File: config.mk
export PLATFORM = sky130hd
export DESIGN_NAME = ps2_host_tx
export DESIGN_NICKNAME = d
export VERILOG_FILES = /design/src/rtl/ps2_host_tx.sv
export SDC_FILE = /design/constraint.sdc
export NUM_CORES = 1
export LEC_CHECK = 0
export ABC_CLOCK_PERIOD_IN_PS = 2870
export CAP_MARGIN = 0
export CORE_MARGIN = 2
export CORE_UTILIZATION = 30
export CTS_CLUSTER_DIAMETER = 40
export DETAILED_ROUTE_END_ITERATION = 12
export SETUP_SLACK_MARGIN = 0.5
export SLEW_MARGIN = 20
export SYNTH_ARGS = -nofsm -noshare
export SYNTH_HDL_FRONTEND = slang
export SYNTH_SLANG_ARGS = --single-unit
export TNS_END_PERCENT = 1
File: constraint.sdc
create_clock -name clk -period 2.87 [get_ports clk]
set_clock_uncertainty 0.2 [all_clocks]
set_input_delay 0.287 -clock clk [delete_from_list [all_inputs] [get_ports clk]]
set_output_delay 0.287 -clock clk [all_outputs]
set_load 0.05 [all_outputs]
File: src/rtl/ps2_host_tx.sv
// PS/2 host-to-device transmitter: inhibits the bus, issues a request-to-send,
// shifts out one command byte with odd parity and checks the device acknowledge.
module ps2_host_tx #(
   parameter int unsigned INHIBIT_CYCLES = 5000,
   parameter int unsigned TIMEOUT_CYCLES = 1000000
) (
   input  logic       clk,
   input  logic       reset,
   input  logic [7:0] tx_data,
   input  logic       tx_valid,
   output logic       tx_ready,
   input  logic       ps2_clk_in,
   input  logic       ps2_data_in,
   output logic       ps2_clk_oe,
   output logic       ps2_data_oe,
   output logic       busy,
   output logic       done,
   output logic       error
);

   localparam int unsigned INH_W = $clog2(INHIBIT_CYCLES) + 1;
   localparam int unsigned TMO_W = $clog2(TIMEOUT_CYCLES) + 1;

   typedef enum logic [2:0] {
      S_IDLE,
      S_INHIBIT,
      S_REQUEST,
      S_DATA,
      S_PARITY,
      S_STOP,
      S_ACK,
      S_RECOVER
   } state_t;

   state_t             r_state;
   state_t             w_state_nxt;
   logic               r_clk_s1, r_clk_s2, r_clk_prev;
   logic               r_data_s1, r_data_s2;
   logic [7:0]         r_shift, w_shift_nxt;
   logic               r_parity, w_parity_nxt;
   logic [2:0]         r_bit_idx, w_bit_nxt;
   logic [INH_W-1:0]   r_inh_cnt, w_inh_nxt;
   logic [TMO_W-1:0]   r_tmo_cnt, w_tmo_nxt;
   logic               r_clk_oe, w_clk_oe_nxt;
   logic               r_data_oe, w_data_oe_nxt;
   logic               r_done, w_done_nxt;
   logic               r_error, w_error_nxt;
   logic               r_ready, r_busy;
   logic               w_fall;
   logic               w_tmo_state;
   logic               w_tmo_hit;

   // Two-flop synchronizers plus previous-value flop for clock edge detection
   always_ff @(posedge clk) begin
      if (reset) begin
         r_clk_s1   <= 1'b1;
         r_clk_s2   <= 1'b1;
         r_clk_prev <= 1'b1;
         r_data_s1  <= 1'b1;
         r_data_s2  <= 1'b1;
      end else begin
         r_clk_s1   <= ps2_clk_in;
         r_clk_s2   <= r_clk_s1;
         r_clk_prev <= r_clk_s2;
         r_data_s1  <= ps2_data_in;
         r_data_s2  <= r_data_s1;
      end
   end

   assign w_fall      = r_clk_prev & ~r_clk_s2;
   assign w_tmo_state = (r_state == S_REQUEST) || (r_state == S_DATA) ||
                        (r_state == S_PARITY)  || (r_state == S_STOP) ||
                        (r_state == S_RECOVER);
   assign w_tmo_hit   = w_tmo_state && !w_fall &&
                        (r_tmo_cnt == TMO_W'(TIMEOUT_CYCLES - 1));

   // Next-state and next-output logic
   always_comb begin
      w_state_nxt   = r_state;
      w_shift_nxt   = r_shift;
      w_parity_nxt  = r_parity;
      w_bit_nxt     = r_bit_idx;
      w_inh_nxt     = r_inh_cnt;
      w_clk_oe_nxt  = 1'b0;
      w_data_oe_nxt = r_data_oe;
      w_done_nxt    = 1'b0;
      w_error_nxt   = 1'b0;
      w_tmo_nxt     = '0;

      case (r_state)
         S_IDLE: begin
            w_data_oe_nxt = 1'b0;
            if (tx_valid && r_ready) begin
               w_shift_nxt  = tx_data;
               w_parity_nxt = ~^tx_data;
               w_bit_nxt    = 3'd0;
               w_inh_nxt    = '0;
               w_clk_oe_nxt = 1'b1;
               w_state_nxt  = S_INHIBIT;
            end
         end
         S_INHIBIT: begin
            w_clk_oe_nxt  = 1'b1;
            w_data_oe_nxt = 1'b0;
            if (r_inh_cnt == INH_W'(INHIBIT_CYCLES - 1)) begin
               w_data_oe_nxt = 1'b1;
               w_state_nxt   = S_REQUEST;
            end else begin
               w_inh_nxt = r_inh_cnt + 1'b1;
            end
         end
         S_REQUEST: begin
            w_data_oe_nxt = 1'b1;
            if (w_fall) begin
               w_data_oe_nxt = ~r_shift[0];
               w_shift_nxt   = {1'b0, r_shift[7:1]};
               w_bit_nxt     = 3'd0;
               w_state_nxt   = S_DATA;
            end
         end
         S_DATA: begin
            if (w_fall) begin
               if (r_bit_idx == 3'd7) begin
                  w_data_oe_nxt = ~r_parity;
                  w_state_nxt   = S_PARITY;
               end else begin
                  w_data_oe_nxt = ~r_shift[0];
                  w_shift_nxt   = {1'b0, r_shift[7:1]};
                  w_bit_nxt     = r_bit_idx + 3'd1;
               end
            end
         end
         S_PARITY: begin
            if (w_fall) begin
               w_data_oe_nxt = 1'b0;
               w_state_nxt   = S_STOP;
            end
         end
         S_STOP: begin
            w_data_oe_nxt = 1'b0;
            if (w_fall) begin
               if (!r_data_s2) begin
                  w_done_nxt  = 1'b1;
                  w_state_nxt = S_ACK;
               end else begin
                  w_error_nxt = 1'b1;
                  w_state_nxt = S_RECOVER;
               end
            end
         end
         S_ACK: begin
            w_data_oe_nxt = 1'b0;
            w_state_nxt   = S_RECOVER;
         end
         S_RECOVER: begin
            w_data_oe_nxt = 1'b0;
            if (r_clk_s2 && r_data_s2) begin
               w_state_nxt = S_IDLE;
            end
         end
         default: begin
            w_data_oe_nxt = 1'b0;
            w_state_nxt   = S_IDLE;
         end
      endcase

      // Stalled device: release the bus; RECOVER has already reported the outcome
      if (w_tmo_hit) begin
         w_state_nxt   = S_IDLE;
         w_clk_oe_nxt  = 1'b0;
         w_data_oe_nxt = 1'b0;
         w_done_nxt    = 1'b0;
         w_error_nxt   = (r_state != S_RECOVER);
      end

      if (w_tmo_state && !w_fall && (w_state_nxt == r_state)) begin
         w_tmo_nxt = r_tmo_cnt + 1'b1;
      end
   end

   // State and registered outputs
   always_ff @(posedge clk) begin
      if (reset) begin
         r_state   <= S_IDLE;
         r_shift   <= '0;
         r_parity  <= 1'b0;
         r_bit_idx <= '0;
         r_inh_cnt <= '0;
         r_tmo_cnt <= '0;
         r_clk_oe  <= 1'b0;
         r_data_oe <= 1'b0;
         r_done    <= 1'b0;
         r_error   <= 1'b0;
         r_ready   <= 1'b1;
         r_busy    <= 1'b0;
      end else begin
         r_state   <= w_state_nxt;
         r_shift   <= w_shift_nxt;
         r_parity  <= w_parity_nxt;
         r_bit_idx <= w_bit_nxt;
         r_inh_cnt <= w_inh_nxt;
         r_tmo_cnt <= w_tmo_nxt;
         r_clk_oe  <= w_clk_oe_nxt;
         r_data_oe <= w_data_oe_nxt;
         r_done    <= w_done_nxt;
         r_error   <= w_error_nxt;
         r_ready   <= (w_state_nxt == S_IDLE);
         r_busy    <= (w_state_nxt != S_IDLE);
      end
   end

   assign tx_ready    = r_ready;
   assign busy        = r_busy;
   assign ps2_clk_oe  = r_clk_oe;
   assign ps2_data_oe = r_data_oe;
   assign done        = r_done;
   assign error       = r_error;

endmodule

* Word level (Yosys, flattened, before mapping)
Cells that the tools add are included.
** Cells by class
- $add $sub $neg :: 3
- Equality and inequality tests :: 18
- Muxes and demuxes :: 37
- Bitwise logic cells :: 7
- Reductions and logical operators :: 24
** Operator list (number)
- $mux 3 :: 13
- $mux 8 :: 4
- $mux 14 :: 2
- $pmux 14 s2 :: 1
- $pmux 3 s8 :: 1
- $pmux 8 s3 :: 1
- $add 21x1->21 const B :: 1
- $eq 21x20->1 const B :: 1
- $eq 3x3->1 const B :: 5
- $add 14x1->14 const B :: 1
- $eq 14x13->1 const B :: 1
- $mux 1 :: 12
- $ne 2x2->1 const B :: 6
- $pmux 3 s3 :: 1
- $reduce_or 4->1 :: 2
- $reduce_xnor 8->1 :: 1
- $eq 3x2->1 const B :: 2
- $logic_not 3->1 :: 2
- $not 1->1 :: 6
- $reduce_bool 3->1 :: 2
- $logic_and 1x1->1 :: 5
- $pmux 1 s5 :: 1
- $reduce_and 5->1 :: 1
- $logic_or 1x1->1 :: 4
- other kinds (11) :: 13
** Word-level totals
- Register bits :: 61
- Bits of input ports :: 13
- Output and inout port bits :: 6
- Logic and storage cells :: 106

* Logic depth before layout (Yosys ltp)
Gate-level depths: netlist of the first run.
- Depth in word-level cells :: 12
- Mapped depth :: 9
- Depth with buffers taken out :: 8

* Worst setup path before layout of the first run
Ideal clock, no wire load.
- Path type :: reg2reg
- Start :: register r_tmo_cnt[0]
- End :: register r_tmo_cnt[14]
- Setup time :: 0.122 ns
- Arrival :: 2.028 ns
- Data required time :: 2.548 ns
- Slack :: 0.520 ns
- Cell stages (with the launch flop) :: 10
- Path buffers :: 2
- Clock period less this slack :: 2.350 ns
- Cells stage by stage :: dfxtp_1 > ha_1 > and4_1 > nand2_1 > or4_1 > buf_2 > and3_4 > a21oi_2 > buf_6 > nor3_1
** On the way
- Longest elaborated chain between the ends :: 7
- Elaborated cells between the ends (all ways) :: 8
- Those cells by class :: 1 x add/sub; 2 x eq/ne; 1 x mux; 1 x bitwise; 3 x reduce/logical
** Ends and longest elaborated chain
- from (decl) :: line 43 : logic [TMO_W-1:0] r_tmo_cnt, w_tmo_nxt;
- from (signal assigned) :: line 202 : r_tmo_cnt <= w_tmo_nxt;
- $eq 21x20->1 :: line 75 : (r_tmo_cnt == TMO_W'(TIMEOUT_CYCLES - 1));
- $logic_and 1x1->1 :: line 74 : assign w_tmo_hit = w_tmo_state && !w_fall &&
- $mux 3 :: line 168 : if (w_tmo_hit) begin
- $eq 3x3->1 :: line 176 : if (w_tmo_state && !w_fall && (w_state_nxt == r_state)) begin
- $logic_and 1x1->1 :: line 176
- $not 1->1 (no line)
- $reduce_or 2->1 (no line)
Several ways; a longest one is shown, not always the timed one.
A chain may end at the register's enable or synchronous reset.

* Worst setup path after layout of the first run
- Start :: register r_tmo_cnt[16]
- End :: register r_tmo_cnt[6]
** On the way
- Longest elaborated chain between the ends :: 7
** Ends and longest elaborated chain (line)
- $eq 21x20->1 :: 75
- $logic_and 1x1->1 :: 74
- $mux 3 :: 168
- $eq 3x3->1 :: 176
- $logic_and 1x1->1 :: 176
- $not 1->1 (no line)
- $reduce_or 2->1 (no line)
No other way between the ends.

==> results by group, run 1 <==
Detailed routing
  • Post-route DRC violation count: 0
  • Routed wirelength normalized by instance count: roughly 12 um
  • Vias per cell: roughly 4.9
  • Router iterations before antenna repair: 4
  • Total Wirelength: a little under 6 mm
  • Total vias in the final route: around 2400
  • Antenna violation net count after detailed routing: 0
  • Count of routing violations after the opening detailed-route iteration: between 90 and 100

STA
  • FMAX: around 0.42 GHz
  • Final clock period utilization by the worst path: 0.8255
  • Relative max-transition margin: 0.6105
  • Endpoints failing hold: 0
  • Number of max-slew violations in the final report: 0
  • Final critical delay including setup and external delays: approximately 2400 ps
  • Final setup violation count: 0
  • Sum of negative setup slack: 0 ps
  • Unrepaired setup endpoints after global routing: yes
  • Slew at the pin closest to its max-slew limit: approximately 580 ps

Run
  • Maximum capacitance violations: 0

Setup path
  • Crit-path cells: nand4_1, or4_1, or4_4, and3_4, a21oi_2, buf_6, nor3_1
  • Number of buffers and inverters on the critical path: 1
  • Startpoint type of the worst setup path: register
  • Maximum fanout encountered on the critical timing path: 11
  • Maximum single-stage delay on the critical path: 490 ps
  • Arrival time of the worst setup path: 2400 ps
  • Cell family with most CP delay: simple AND/OR/NAND/NOR gates
  • Library cell contributing the largest single delay on the critical path: sky130_fd_sc_hd__or4_4
  • Required time at the worst-slack endpoint: just under 3000 ps
  • Critical path class: reg2reg
  • Kind of end point of the critical path: register

Yosys
  • Number of cells produced by synthesis: 334
  • Number of nets produced by synthesis: 351
  • Most frequent cell after synthesis: sky130_fd_sc_hd__dfxtp_1
  • Async set-or-reset flop fraction in the synthesized netlist: 0
  • Most frequent cells after synthesis: sky130_fd_sc_hd__dfxtp_1 (61), sky130_fd_sc_hd__nor2_1 (51), sky130_fd_sc_hd__nand2_1 (22), sky130_fd_sc_hd__xnor2_1 (22), sky130_fd_sc_hd__xor2_1 (14)
  • #FFs+latches synth: 61
  • Number of library cell types mapped by synthesis: 53
  • Post-synth top area share: 0.4203
  • Seq/Total Area, Yosys: 0.4203
  • Ranking of synthesized cells by area: sky130_fd_sc_hd__dfxtp_1 (42%), sky130_fd_sc_hd__xnor2_1 (6.6%), sky130_fd_sc_hd__nor2_1 (6.6%)
  • Top cell type by total area after synthesis: sky130_fd_sc_hd__dfxtp_1
  • Mean post-synth cell area: between 8 and 9 um2
  • Cell Area, Synth: 0.002905 mm2
  • Yosys warnings: 0
  • Number of synthesized flops with an enable pin: 0
  • Flip-flop cell with the highest count after synthesis: sky130_fd_sc_hd__dfxtp_1

Worst hold path
  • Hold Crit Class: reg2reg

Global route
  • Grt total ovfl: 0
  • Number of global-route vias before repair: between 2000 and 2500
  • Maximum number of pins on one net before global-route repair: 23
  • Tot GR Track Use: 0.1200
  • Global-route wire length before repair: between 9 and 10 mm
  • Antenna violations before repair: 0

Power and ir drop
  • Final total power: 1814 uW
  • Total leakage power: between 0.001 and 0.0015 uW
  • Power density normalized to cell area: 523.6 mW/mm2
  • Maximum VDD drop: approximately 0.23 mV

Placement
  • DPL Wire Length: between 4 and 5 mm
  • Cell area after placement: around 0.0032 mm2
  • Count of buffers from port buffering: 18
  • RePlAce Congestion: 0.8648

CTS
  • Count of clock tree sinks: just over 60
  • CTS H-tree depth: 3
  • CTS Buffer Depth: 2
  • Library cell used as clock root buffer: sky130_fd_sc_hd__clkbuf_8
  • Inserted Clock Buffers: 9
  • Later-pin clock latency in the skew report: roughly 340 ps
  • Clock tree from TritonCTS: done
  • Clock Pin Slew Worst Setup and Hold Paths: 70 ps

Finish
  • FILL cells: slightly above 900
  • Post-route standard cell area excluding fillers: 0.003465 mm2
  • Fin nets: 370
  • Synth-to-layout area growth: 19.25%
  • Antenna cells: 0
  • Fraction of final layout cells with drive strength greater than 1: 0.1257

Status
  • Status: completed

Floorplanning
  • Height of the die: ~100 um
  • Total Die Area: between 0.01 and 0.015 mm2
  • Core Footprint: 0.009328 mm2
  • Count of boundary I/O pins: 19
  • Horizontal die dimension: roughly 100 um
  • Starting utilization of the core area: 0.3115
  • Num rows: 35
[worst reg2reg max path: cells and delay by family, from the launching register on]
family / cells / cell delay [ps]
AO/OA/AOI/OAI: 1 / 110
buffers and inverters: 1 / 170
flip-flops: 1 / 420
AND/OR/NAND/NOR: 5 / 1370
[timing repair]
item	4_1_cts	5_1_grt
setup buffers	0	0
gates resized for setup	6	7
hold buffers	0	0
setup endpoints to repair	27	30
[logic make-up after synthesis]
logic type / Yosys count / synth area share
buffers and inverters: 24 / 0.03575
muxes: 8 / 0.02756
AOI/OAI and AO/OA: 49 / 0.1193
adders and majority gates: 4 / 0.01723
DFF: 61 / 0.4203
xor gates and xnor gates: 36 / 0.1085
and+or+nand+nor: 152 / 0.2713
[routing by layer]
layer  track usage  vias up  wire (um)
li1              -     1211          -
met1        0.1495     1113       2856
met2        0.1928       32       2713
met3       0.02326       12        164
met4       0.07077        0        151
met5             0        -          0
[stage by stage]
step / hold slack [ps] / setup slack, ps / cells / util
6_report: 211.4 / 500.7 / 487 / 0.3714
5_1_grt: 225.6 / 402.2 / 487 / 0.3714
4_1_cts: 214.8 / 479.3 / 487 / 0.3675
3_5_place_dp: 199.7 / 278.1 / 471 / 0.3454
3_3_place_gp: 193.1 / 333.0 / 471 / 0.3454
2_1_floorplan: 189.5 / 519.9 / 334 / -
[placed cells by master (no fill, tap or decap), types with 4 or more instances in the layout]
cell type / count
sky130_fd_sc_hd__mux2i_1: 8
sky130_fd_sc_hd__nor2b_1: 4
sky130_fd_sc_hd__nor2_1: 51
sky130_fd_sc_hd__or2_2: 5
sky130_fd_sc_hd__buf_4: 5
sky130_fd_sc_hd__clkbuf_8: 10
sky130_fd_sc_hd__xor2_1: 14
sky130_fd_sc_hd__nand2_1: 22
sky130_fd_sc_hd__o21ai_0: 8
sky130_fd_sc_hd__and3_1: 6
sky130_fd_sc_hd__nand3_1: 12
sky130_fd_sc_hd__nor3_2: 5
sky130_fd_sc_hd__xnor2_1: 22
sky130_fd_sc_hd__clkdlybuf4s50_1: 18
sky130_fd_sc_hd__clkinv_2: 4
sky130_fd_sc_hd__inv_1: 7
sky130_fd_sc_hd__a211oi_1: 7
sky130_fd_sc_hd__dfxtp_1: 60
sky130_fd_sc_hd__nand4_1: 8
sky130_fd_sc_hd__a21oi_1: 9
sky130_fd_sc_hd__nor3_1: 13
[final cells by class]
class	count	area (um2)	area share
Clock inverter	5	50.05	0.01445
Timing Repair Buffer	25	240.2	0.06934
Multi-Input combinational cell	249	1623	0.4684
Clock buffer	11	141.4	0.04081
Tap cell	129	161.4	0.04659
Sequential cell	61	1222	0.3528
Inverter	7	26.28	0.007584
[path summary, 6_finish.rpt]
check / from / endpoint / slack, ps / cells past startpoint
max: r_tmo_cnt[16]$_SDFF_PP0_ / r_tmo_cnt[6]$_SDFF_PP0_ / 500 / 7
max reg2reg: r_tmo_cnt[16]$_SDFF_PP0_ / r_tmo_cnt[6]$_SDFF_PP0_ / 500 / 7
min: r_clk_s1$_SDFF_PP1_ / r_clk_s2$_SDFF_PP1_ / 210 / 1
min reg2reg: r_clk_s1$_SDFF_PP1_ / r_clk_s2$_SDFF_PP1_ / 210 / 1
[registers in the layout, indices dropped and copies added (netlist names), 3 cells and up]
name	flops
r_inh_cnt	14
r_state	3
r_tmo_cnt	21
r_shift	8
r_bit_idx	3
[power by group]
| group | leakage [uW] | internal (uW) | switching (uW) |
|---|---|---|---|
| clock network | 0.000103 | 418 | 327 |
| logic | 0.000589 | 76.8 | 103 |
| registers | 0.000496 | 874 | 14.9 |
Power figures use the tool's default switching activity.
==> run 2: changes to the inputs <==
Settings changed: ABC_CLOCK_PERIOD_IN_PS 2870 to 2100.
Clock period 2.87 ns to 2.1 ns, I/O delays scaled along.
==> run 2 against run 1 <==
Against the previous run:
- the run now ends with setup timing left
- largest power group unchanged
- hold slack lost 1.4 ps
- critical path depth grew 1
- die area is the same
==> results by group, run 2 (synthesis results as in run 1) <==
Status
  • Status: finished, violations left (was completed)
  • Violated checks: setup timing

Power and ir drop
  • Final total power: 2539 uW (was 1814 uW)
  • Power density normalized to cell area: 602.1 mW/mm2 (was 523.6 mW/mm2)
  • Maximum VDD drop: 0.3235 mV (was 0.2287 mV)
  • Total leakage power: 0.001580 uW (was 0.001188 uW)

Floorplanning
  • Num rows: 35 (unchanged)
  • Core Footprint: 0.009328 mm2 (unchanged)
  • Starting utilization of the core area: 0.3115 (unchanged)
  • Height of the die: 102.4 um (unchanged)
  • Total Die Area: 0.01049 mm2 (unchanged)
  • Horizontal die dimension: 102.4 um (unchanged)
  • Count of boundary I/O pins: 19 (unchanged)

Finish
  • Number of flip-flops under the largest register name: 21 (unchanged)
  • Synth-to-layout area growth: 45.13% (was 19.25%)
  • Biggest registers after layout: r_tmo_cnt (21), r_inh_cnt (14), r_shift (8) (unchanged)
  • Leading cell type in the layout, fill and taps excluded: sky130_fd_sc_hd__buf_4 (was sky130_fd_sc_hd__dfxtp_1)
  • Fraction of final layout cells with drive strength greater than 1: 0.3688 (was 0.1257)
  • Antenna cells: 0 (unchanged)
  • Fin nets: 435 (was 370)
  • Number of non-filler instances in the completed layout: 552 (was 487)
  • Most frequent cells in the layout: sky130_fd_sc_hd__buf_4 (62), sky130_fd_sc_hd__dfxtp_1 (50), sky130_fd_sc_hd__nor2_1 (46) (was sky130_fd_sc_hd__dfxtp_1 (60), sky130_fd_sc_hd__nor2_1 (51), sky130_fd_sc_hd__nand2_1 (22), sky130_fd_sc_hd__xnor2_1 (22), sky130_fd_sc_hd__clkdlybuf4s50_1 (18))
  • Register with the highest flop count: r_tmo_cnt (unchanged)

Worst hold path
  • Min-Delay Startpoint: r_data_s1$_SDFF_PP1_ (was r_clk_s1$_SDFF_PP1_)
  • Hold Crit Class: reg2reg (unchanged)

Global route
  • Tot GR Track Use: 0.1376 (was 0.1200)
  • Antenna violations before repair: 0 (unchanged)
  • Grt total ovfl: 0 (unchanged)
  • Number of global-route vias before repair: 2549 (was 2117)
  • Global-route wire length before repair: 11.45 mm (was 9.853 mm)
  • Maximum number of pins on one net before global-route repair: 22 (was 23)

Detailed routing
  • Count of routing violations after the opening detailed-route iteration: 88 (was 96)
  • Total vias in the final route: 2635 (was 2368)
  • Antenna violation net count after detailed routing: 0 (unchanged)
  • Total Wirelength: 7.037 mm (was 5.885 mm)
  • Vias per cell: 4.774 (was 4.862)
  • Router iterations before antenna repair: 4 (unchanged)
  • Routed wirelength normalized by instance count: 12.75 um (was 12.08 um)
  • Post-route DRC violation count: 0 (unchanged)

CTS
  • Hold-fix buffer count after cts: 0 (unchanged)
  • Inserted Clock Buffers: 9 (unchanged)
  • CTS Buffer Depth: 2 (unchanged)
  • Clock tree from TritonCTS: done (unchanged)
  • Count of clock tree sinks: 61 (unchanged)
  • Later-pin clock latency in the skew report: 330 ps (was 340 ps)
  • Library cell used as clock root buffer: sky130_fd_sc_hd__clkbuf_8 (unchanged)
  • CTS H-tree depth: 3 (unchanged)
  • Clock Pin Slew Worst Setup and Hold Paths: 80 ps (was 70 ps)

STA
  • Final setup violation count: 24 (was 0)
  • FMAX: 0.4433 GHz (was 0.4221 GHz)
  • Final critical delay including setup and external delays: 2256 ps (was 2369 ps)
  • Number of max-slew violations in the final report: 0 (unchanged)
  • Final clock period utilization by the worst path: 1.074 (was 0.8255)
  • Slew at the pin closest to its max-slew limit: 489.6 ps (was 582.4 ps)
  • Endpoints failing hold: 0 (unchanged)
  • Relative max-transition margin: 0.6736 (was 0.6105)
  • Unrepaired setup endpoints after global routing: yes (unchanged)
  • Final setup margin: -155.9 ps (was 500.7 ps)

Setup path
  • Maximum fanout encountered on the critical timing path: 11 (unchanged)
  • Launch point of the worst path: r_tmo_cnt[16]$_SDFF_PP0_ (unchanged)
  • Worst flop-to-flop path startpoint: r_tmo_cnt[16]$_SDFF_PP0_ (unchanged)
  • Startpoint type of the worst setup path: register (unchanged)
  • Critical path class: reg2reg (unchanged)
  • Arrival time of the worst setup path: 2310 ps (was 2400 ps)
  • Required time at the worst-slack endpoint: 2160 ps (was 2900 ps)
  • Kind of end point of the critical path: register (unchanged)

Placement
  • Count of buffers from port buffering: 18 (unchanged)
  • Number of placed instances, taps included: 534 (was 471)
  • RePlAce Congestion: 0.7835 (was 0.8648)
  • DPL Wire Length: 4.853 mm (was 4.070 mm)

Run
  • Maximum capacitance violations: 0 (unchanged)
## run 2: cell types whose count changed in the layout (fill, tap and decap cells not counted), sizes merged
cell / change
buf: +64
clkbuf: +2
clkdlybuf4s15: +3
clkdlybuf4s50: -6
clkinv: +1
clkinvlp: +1
## run 2: per-stage QoR
step | area [um2] | hold slack (ps) | utilization | setup TNS, ps | setup WS (ps)
5_1_grt | 4217 | 228.4 | 0.4520 | -3992 | -214.6
3_3_place_gp | 3725 | 192.5 | 0.3993 | -5321 | -331.2
4_1_cts | 4071 | 209.8 | 0.4365 | -2820 | -166.9
6_report | 4217 | 210.0 | 0.4520 | -2404 | -155.9
2_1_floorplan | 2925 | 113.8 | - | -2027 | -145.0
3_5_place_dp | 3725 | 194.1 | 0.3993 | -7733 | -418.7
## run 2: area by class of cell
cell class                 count  area, um2
clock inverter                 7      66.31
tap                          129      161.4
fill                         899       5111
sequential                    61       1235
multi-input combinational    249       1827
timing repair buffer          90      777.0
inverter                       7      26.28
clock buffer                   9      123.9
## run 2: critical path, stage by stage, from the launching register on
cell                       delay (ps)
sky130_fd_sc_hd__dfxtp_2          330
sky130_fd_sc_hd__nand4_1          110
sky130_fd_sc_hd__or4_4            430
sky130_fd_sc_hd__or4_4            440
sky130_fd_sc_hd__buf_6            160
sky130_fd_sc_hd__o221ai_4          70
sky130_fd_sc_hd__a21oi_4           90
sky130_fd_sc_hd__buf_12           150
sky130_fd_sc_hd__nor3_2           180
## run 2: worst paths after layout
kind / slack (ps) / end / cells after the start
max: -160 / r_tmo_cnt[16]$_SDFF_PP0_ / 8
min: 210 / r_data_s2$_SDFF_PP1_ / 1
max reg2reg: -160 / r_tmo_cnt[16]$_SDFF_PP0_ / 8
min reg2reg: 210 / r_data_s2$_SDFF_PP1_ / 1
## run 2: per-layer routing
| layer | global-route usage | share of wire | up-vias |
|---|---|---|---|
| li1 | - | - | 1349 |
| met1 | 0.1774 | 0.47 | 1245 |
| met2 | 0.2247 | 0.50 | 35 |
| met3 | 0.02394 | 0.022 | 6 |
| met4 | 0.06359 | 0.013 | 0 |
| met5 | 0 | 0 | - |
## run 2: power by group
group / internal (uW) / switching (uW)
Combinational: 148 / 170
Sequential: 1190 / 19.4
Clock: 541 / 467
Total: 1880 / 656
## run 2: timing repair
action                                  CTS  global route
gates cloned                              0             1
endpoints found under the setup margin   62            59
pin swaps                                25             9
resized for setup                        55            29
buffers inserted                          0             1
hold endpoints to repair                  0             0
==> RTL change 1: new RTL, flow settings as in run 1 <==
`TIMEOUT_CYCLES`: 1000000 -> 500000.
--- a/src/rtl/ps2_host_tx.sv
+++ b/src/rtl/ps2_host_tx.sv
@@ -3,5 +3,5 @@
 module ps2_host_tx #(
    parameter int unsigned INHIBIT_CYCLES = 5000,
-   parameter int unsigned TIMEOUT_CYCLES = 1000000
+   parameter int unsigned TIMEOUT_CYCLES = 500000
 ) (
    input  logic       clk,
Behaviour: no difference found for any inputs over 10 cycles, from zero or initial values and one cycle with reset high; that may be too few to reach the edited logic, so the function may still have changed.
==> RTL change 1 against run 1 <==
Setup slack improved by 0.064 ns. Area after synthesis decreased by 0.17%. Sequential cell count shrank 1. Total power decreased by 5.0%. First-iteration DRC count up 58%. Routed wire length is 1.4% lower. Global-route usage grew 0.32 points. Design area is 1.3% lower. Count of clock-buffer cells in the layout is the same. Combinational power rose by 12%. Largest power group unchanged. Highest routed layer unchanged.
==> RTL change 1: results <==
[status]
status = "finished clean"

[layout]
drive_gt1_frac = 0.1278
top_regs = "r_tmo_cnt x20, r_inh_cnt x14, r_shift x8"
nets = 372

[logic_synthesis]
syn_nets = 347
ys_top_cells_by_count = "60 x dfxtp_1, 60 x nor2_1, 28 x xnor2_1"
seq_area_frac_synth = 0.4142
synth_area_leaders = "dfxtp_1 41%, xnor2_1 8.5%, nor2_1 7.8%, a211oi_1 3.6%, mux2i_1 3.1%"
ys_types = 56

[place]
placed_cell_area_um2 = 3221
dp_hpwl_mm = 4.025
gp_congestion = 0.8011

[grt]
grt_max_degree = 24
grt_pass1_vias = 2233
globalRouteTotalUtil = 0.1232

[timing]
max-slew-margin-rel = 0.6633

[critical_path]
slowest_delay_ns = 0.66
cpMaxStageDelayCell = "or4b_2"
cp_max_fo = 20
rr_worst_depth = 6
r2r-start = "r_tmo_cnt[8]"
regToRegSetupSlack_ns = 0.56

[power]
p_leak_nw = 1.141
switching_share = 0.2578
ir_worst_vdd_mv = 0.3780

[route]
first_iter_violations = 152
drt_wl_total_mm = 5.802
-- RTL change 1: power by group through the flow --
stage                     logic (W)  clock network (W)  registers [W]
after detailed placement   0.000199                  0       0.000893
after floorplan            0.000117                  0       0.000909
after global placement     0.000196                  0       0.000892
after CTS                  0.000203           0.000676       0.000874
final                      0.000201           0.000648       0.000874
after global routing       0.000222           0.000717       0.000876
-- RTL change 1: logic make-up (layout without fill, tap and decap cells) --
group,count (synthesis),count (layout),share of synthesized area
AO/OA/AOI/OAI,54,54,0.1368
XOR/XNOR,35,35,0.1057
adder cells (fa/ha/maj),4,4,0.01726
buffers and inverters,23,53,0.03969
flip-flops,60,60,0.4141
multiplexers,9,9,0.03106
AND/OR/NAND/NOR,145,145,0.2554
-- RTL change 1: metrics by stage --
step           std cells  setup WS [ns]  total power [W]  hold WS [ns]
3_5_place_dp         471         0.3845         0.001092        0.1932
3_3_place_gp         471         0.4327         0.001088        0.1923
5_1_grt              489         0.4370         0.001815        0.2362
4_1_cts              489         0.5063         0.001753        0.2102
6_report             489         0.5645         0.001723        0.2089
2_1_floorplan        330         0.7098         0.001027        0.1895
-- RTL change 1: routing by layer --
metal,GRT usage,part of all wire,wire [µm],up-vias
met5,0,0,0,-
met4,0.04103,0.012,70,0
met3,0.04104,0.044,256,6
met2,0.2024,0.47,2753,35
met1,0.1522,0.47,2721,1069
li1,-,-,-,1209
-- RTL change 1: worst max-delay path by stage --
stage / slack, ns / depth (start not counted) / to / start
floorplan: 0.71 / 6 / r_tmo_cnt[18] / r_tmo_cnt[9]
global placement: 0.43 / 5 / r_inh_cnt[12] / r_inh_cnt[4]
detailed placement: 0.38 / 5 / r_inh_cnt[10] / r_inh_cnt[4]
CTS: 0.51 / 6 / r_tmo_cnt[2] / r_tmo_cnt[8]
global route: 0.44 / 6 / r_tmo_cnt[4] / r_tmo_cnt[8]
finish: 0.56 / 6 / r_tmo_cnt[2] / r_tmo_cnt[8]
-- RTL change 1: area by class of cell --
cell class | count | area (µm²) | share of cell area
Inverter | 9 | 33.78 | 0.009879
Tap cell | 129 | 161.4 | 0.04720
Clock inverter | 5 | 27.53 | 0.008050
Timing Repair Buffer | 28 | 259.0 | 0.07574
Multi-Input combinational cell | 247 | 1594 | 0.4662
Clock buffer | 11 | 141.4 | 0.04135
Sequential cell | 60 | 1202 | 0.3516
-- RTL change 1: timing repair --
item                                    in CTS  in global routing
gates resized for setup                      0                  4
endpoints found under the setup margin      15                 30
pin swaps                                    1                  0
buffers inserted                             2                  0
==> RTL change 2: new RTL, flow settings as in run 1 <==
Made on the original files. Put one more register stage on the output `error`, cleared by the reset. The value now appears one clock later. The other outputs are not delayed to match.
--- a/src/rtl/ps2_host_tx.sv
+++ b/src/rtl/ps2_host_tx.sv
@@ -215,5 +215,11 @@
    assign ps2_data_oe = r_data_oe;
    assign done        = r_done;
-   assign error       = r_error;
+   always_ff @(posedge clk) begin
+      if (reset) begin
+         error <= '0;
+      end else begin
+         error <= r_error;
+      end
+   end
 
 endmodule
Behaviour: same outputs for any inputs over 10 cycles, from zero or initial values and one cycle with reset high; that may be too few to reach the edited logic, so the function may still have changed.
==> RTL change 2 against run 1 <==
Setup slack improved by 0.097 ns. Total power increased by 1.9%. Largest cell class unchanged. Design area increased by 3.6%. Routed wire length decreased by 0.53%. Critical path type unchanged. Non-clock buffer count decreased by 2. Clock power increased by 2%. Largest power group unchanged. Synthesized cell count decreased by 1.5%. Sequential cell count increased by 1. Area after synthesis increased by 7.5%.
==> RTL change 2: results <==
[logic_synthesis]
ys_top_cells_by_count = "62 x dfxtp_1, 37 x nor2_1, 18 x xor2_1"
yosysWarnings = 0
async_flop_share = 0
syn_nets = 346
seq_area_frac_synth = 0.3976
synth_area_leaders = "dfxtp_1 40%, xor2_1 5.1%, xnor2_1 4.8%, nor2_1 4.4%, mux2i_1 3.5%"
synth_flop_cell = "dfxtp_1"
ys_types = 65

[critical_path]
cp_max_fo = 21
critPathArrivalTime_ns = 2.30

[route]
vias = 2349
wl_per_cell_um = 12.10
first_iter_violations = 125
drtPass1Iterations = 4

[place]
preCtsSetupSlack_ns = 0.4157
gp_congestion = 0.7820
dp_hpwl_mm = 4.181
port-buffer-count = 18

[min_path]
hold_class = "reg2reg"

[layout]
top_regs = "r_tmo_cnt x21, r_inh_cnt x14, r_shift x8"
n_antenna_cell = 0
fill_cells = 1062
drive_gt1_frac = 0.1466
nets = 360

[power]
p_leak_nw = 1.289
ir_worst_vdd_mv = 0.1561

[clock_network]
cts_resized = 1
clkTransAtPathRegs_ns = 0.06
cts_setup_buffers = 0
htreeDepth = 3
insertion_delay_ns = 0.34
cts_root_buf = "clkbuf_8"
max-clock-path-buffers = 2
cts_made_buffers = 9

[grt]
grt_first_pass_wirelength_mm = 10.32
grt_max_degree = 29
antenna_found_initial = 0
globalRouteTotalUtil = 0.1139
grt_pass1_vias = 2207

[status]
status = "finished clean"

[timing]
max-slew-margin-rel = 0.5349
-- RTL change 2: changes by cell type in the layout (fill, tap and decap cells not counted), moves of 4 or more --
cell	before	now
nor4_1	1	6
xnor2_1	22	17
and4_1	1	6
nor2_1	51	37
o2111ai_1	0	4
o211ai_2	0	4
nand2_1	22	12
xor2_1	14	18
-- RTL change 2: path summary, 6_finish.rpt --
| path | start | cells after the start | end | slack, ns |
|---|---|---|---|---|
| hold reg to reg | r_clk_s1 | 1 | r_clk_s2 | 0.21 |
| setup / recovery | r_state[1] | 6 | r_inh_cnt[12] | 0.60 |
| hold / removal | r_clk_s1 | 1 | r_clk_s2 | 0.21 |
| setup reg to reg | r_state[1] | 6 | r_inh_cnt[12] | 0.60 |
-- RTL change 2: per-stage QoR --
stage / cells / instance area (µm²) / utilization / total power (W) / hold WS, ns
after detailed placement: 468 / 3388 / 0.3312 / 0.001110 / 0.2047
after CTS: 484 / 3590 / 0.3509 / 0.001875 / 0.2213
after global placement: 468 / 3388 / 0.3312 / 0.001108 / 0.1971
after global routing: 484 / 3591 / 0.3510 / 0.001937 / 0.2281
after floorplan: 329 / 3122 / - / 0.001055 / 0.1586
final: 484 / 3591 / 0.3510 / 0.001848 / 0.2145
-- RTL change 2: report_power, final --
| part | leakage (nW) | internal, W | total, W | switching (W) |
|---|---|---|---|---|
| Combinational | 0.679 | 0.0000818 | 0.000187 | 0.000105 |
| Clock | 0.106 | 0.000444 | 0.000759 | 0.000315 |
| Sequential | 0.504 | 0.000887 | 0.000902 | 0.0000152 |
-- RTL change 2: routing by layer --
metal  share of wire  routed length (µm)  track usage
met4           0.026                 154      0.06485
met3           0.030                 173      0.02330
met2            0.43                2506       0.1700
met5               0                   0            0
met1            0.52                3020       0.1523
-- RTL change 2: critical path, cell delays in order, from the launching register on --
cell,delay [ns]
dfxtp_1,0.53
or3b_4,0.50
a41oi_4,0.32
buf_4,0.24
o2111ai_1,0.16
xnor2_1,0.17
nor2_1,0.05
-- RTL change 2: kinds of logic (layout without fill, tap and decap cells) --
family | after synthesis | after routing | share of synthesized area
mux | 12 | 12 | 0.03888
buf+inv | 26 | 45 | 0.04609
flops | 62 | 62 | 0.3976
xor+xnor | 35 | 35 | 0.09820
compound gates | 53 | 53 | 0.1399
simple gates | 137 | 137 | 0.2633
fa+ha+maj | 4 | 4 | 0.01603
-- RTL change 2: layout make-up --
| cell class | count | area [µm²] | share of cell area |
|---|---|---|---|
| clock buffers | 12 | 155.1 | 0.04321 |
| clock inverters | 4 | 45.04 | 0.01254 |
| inverters | 6 | 22.52 | 0.006272 |
| multi-input cells | 241 | 1738 | 0.4840 |
| flip-flops and latches | 62 | 1242 | 0.3460 |
| well taps | 136 | 170.2 | 0.04739 |
| repair buffers | 23 | 217.7 | 0.06063 |
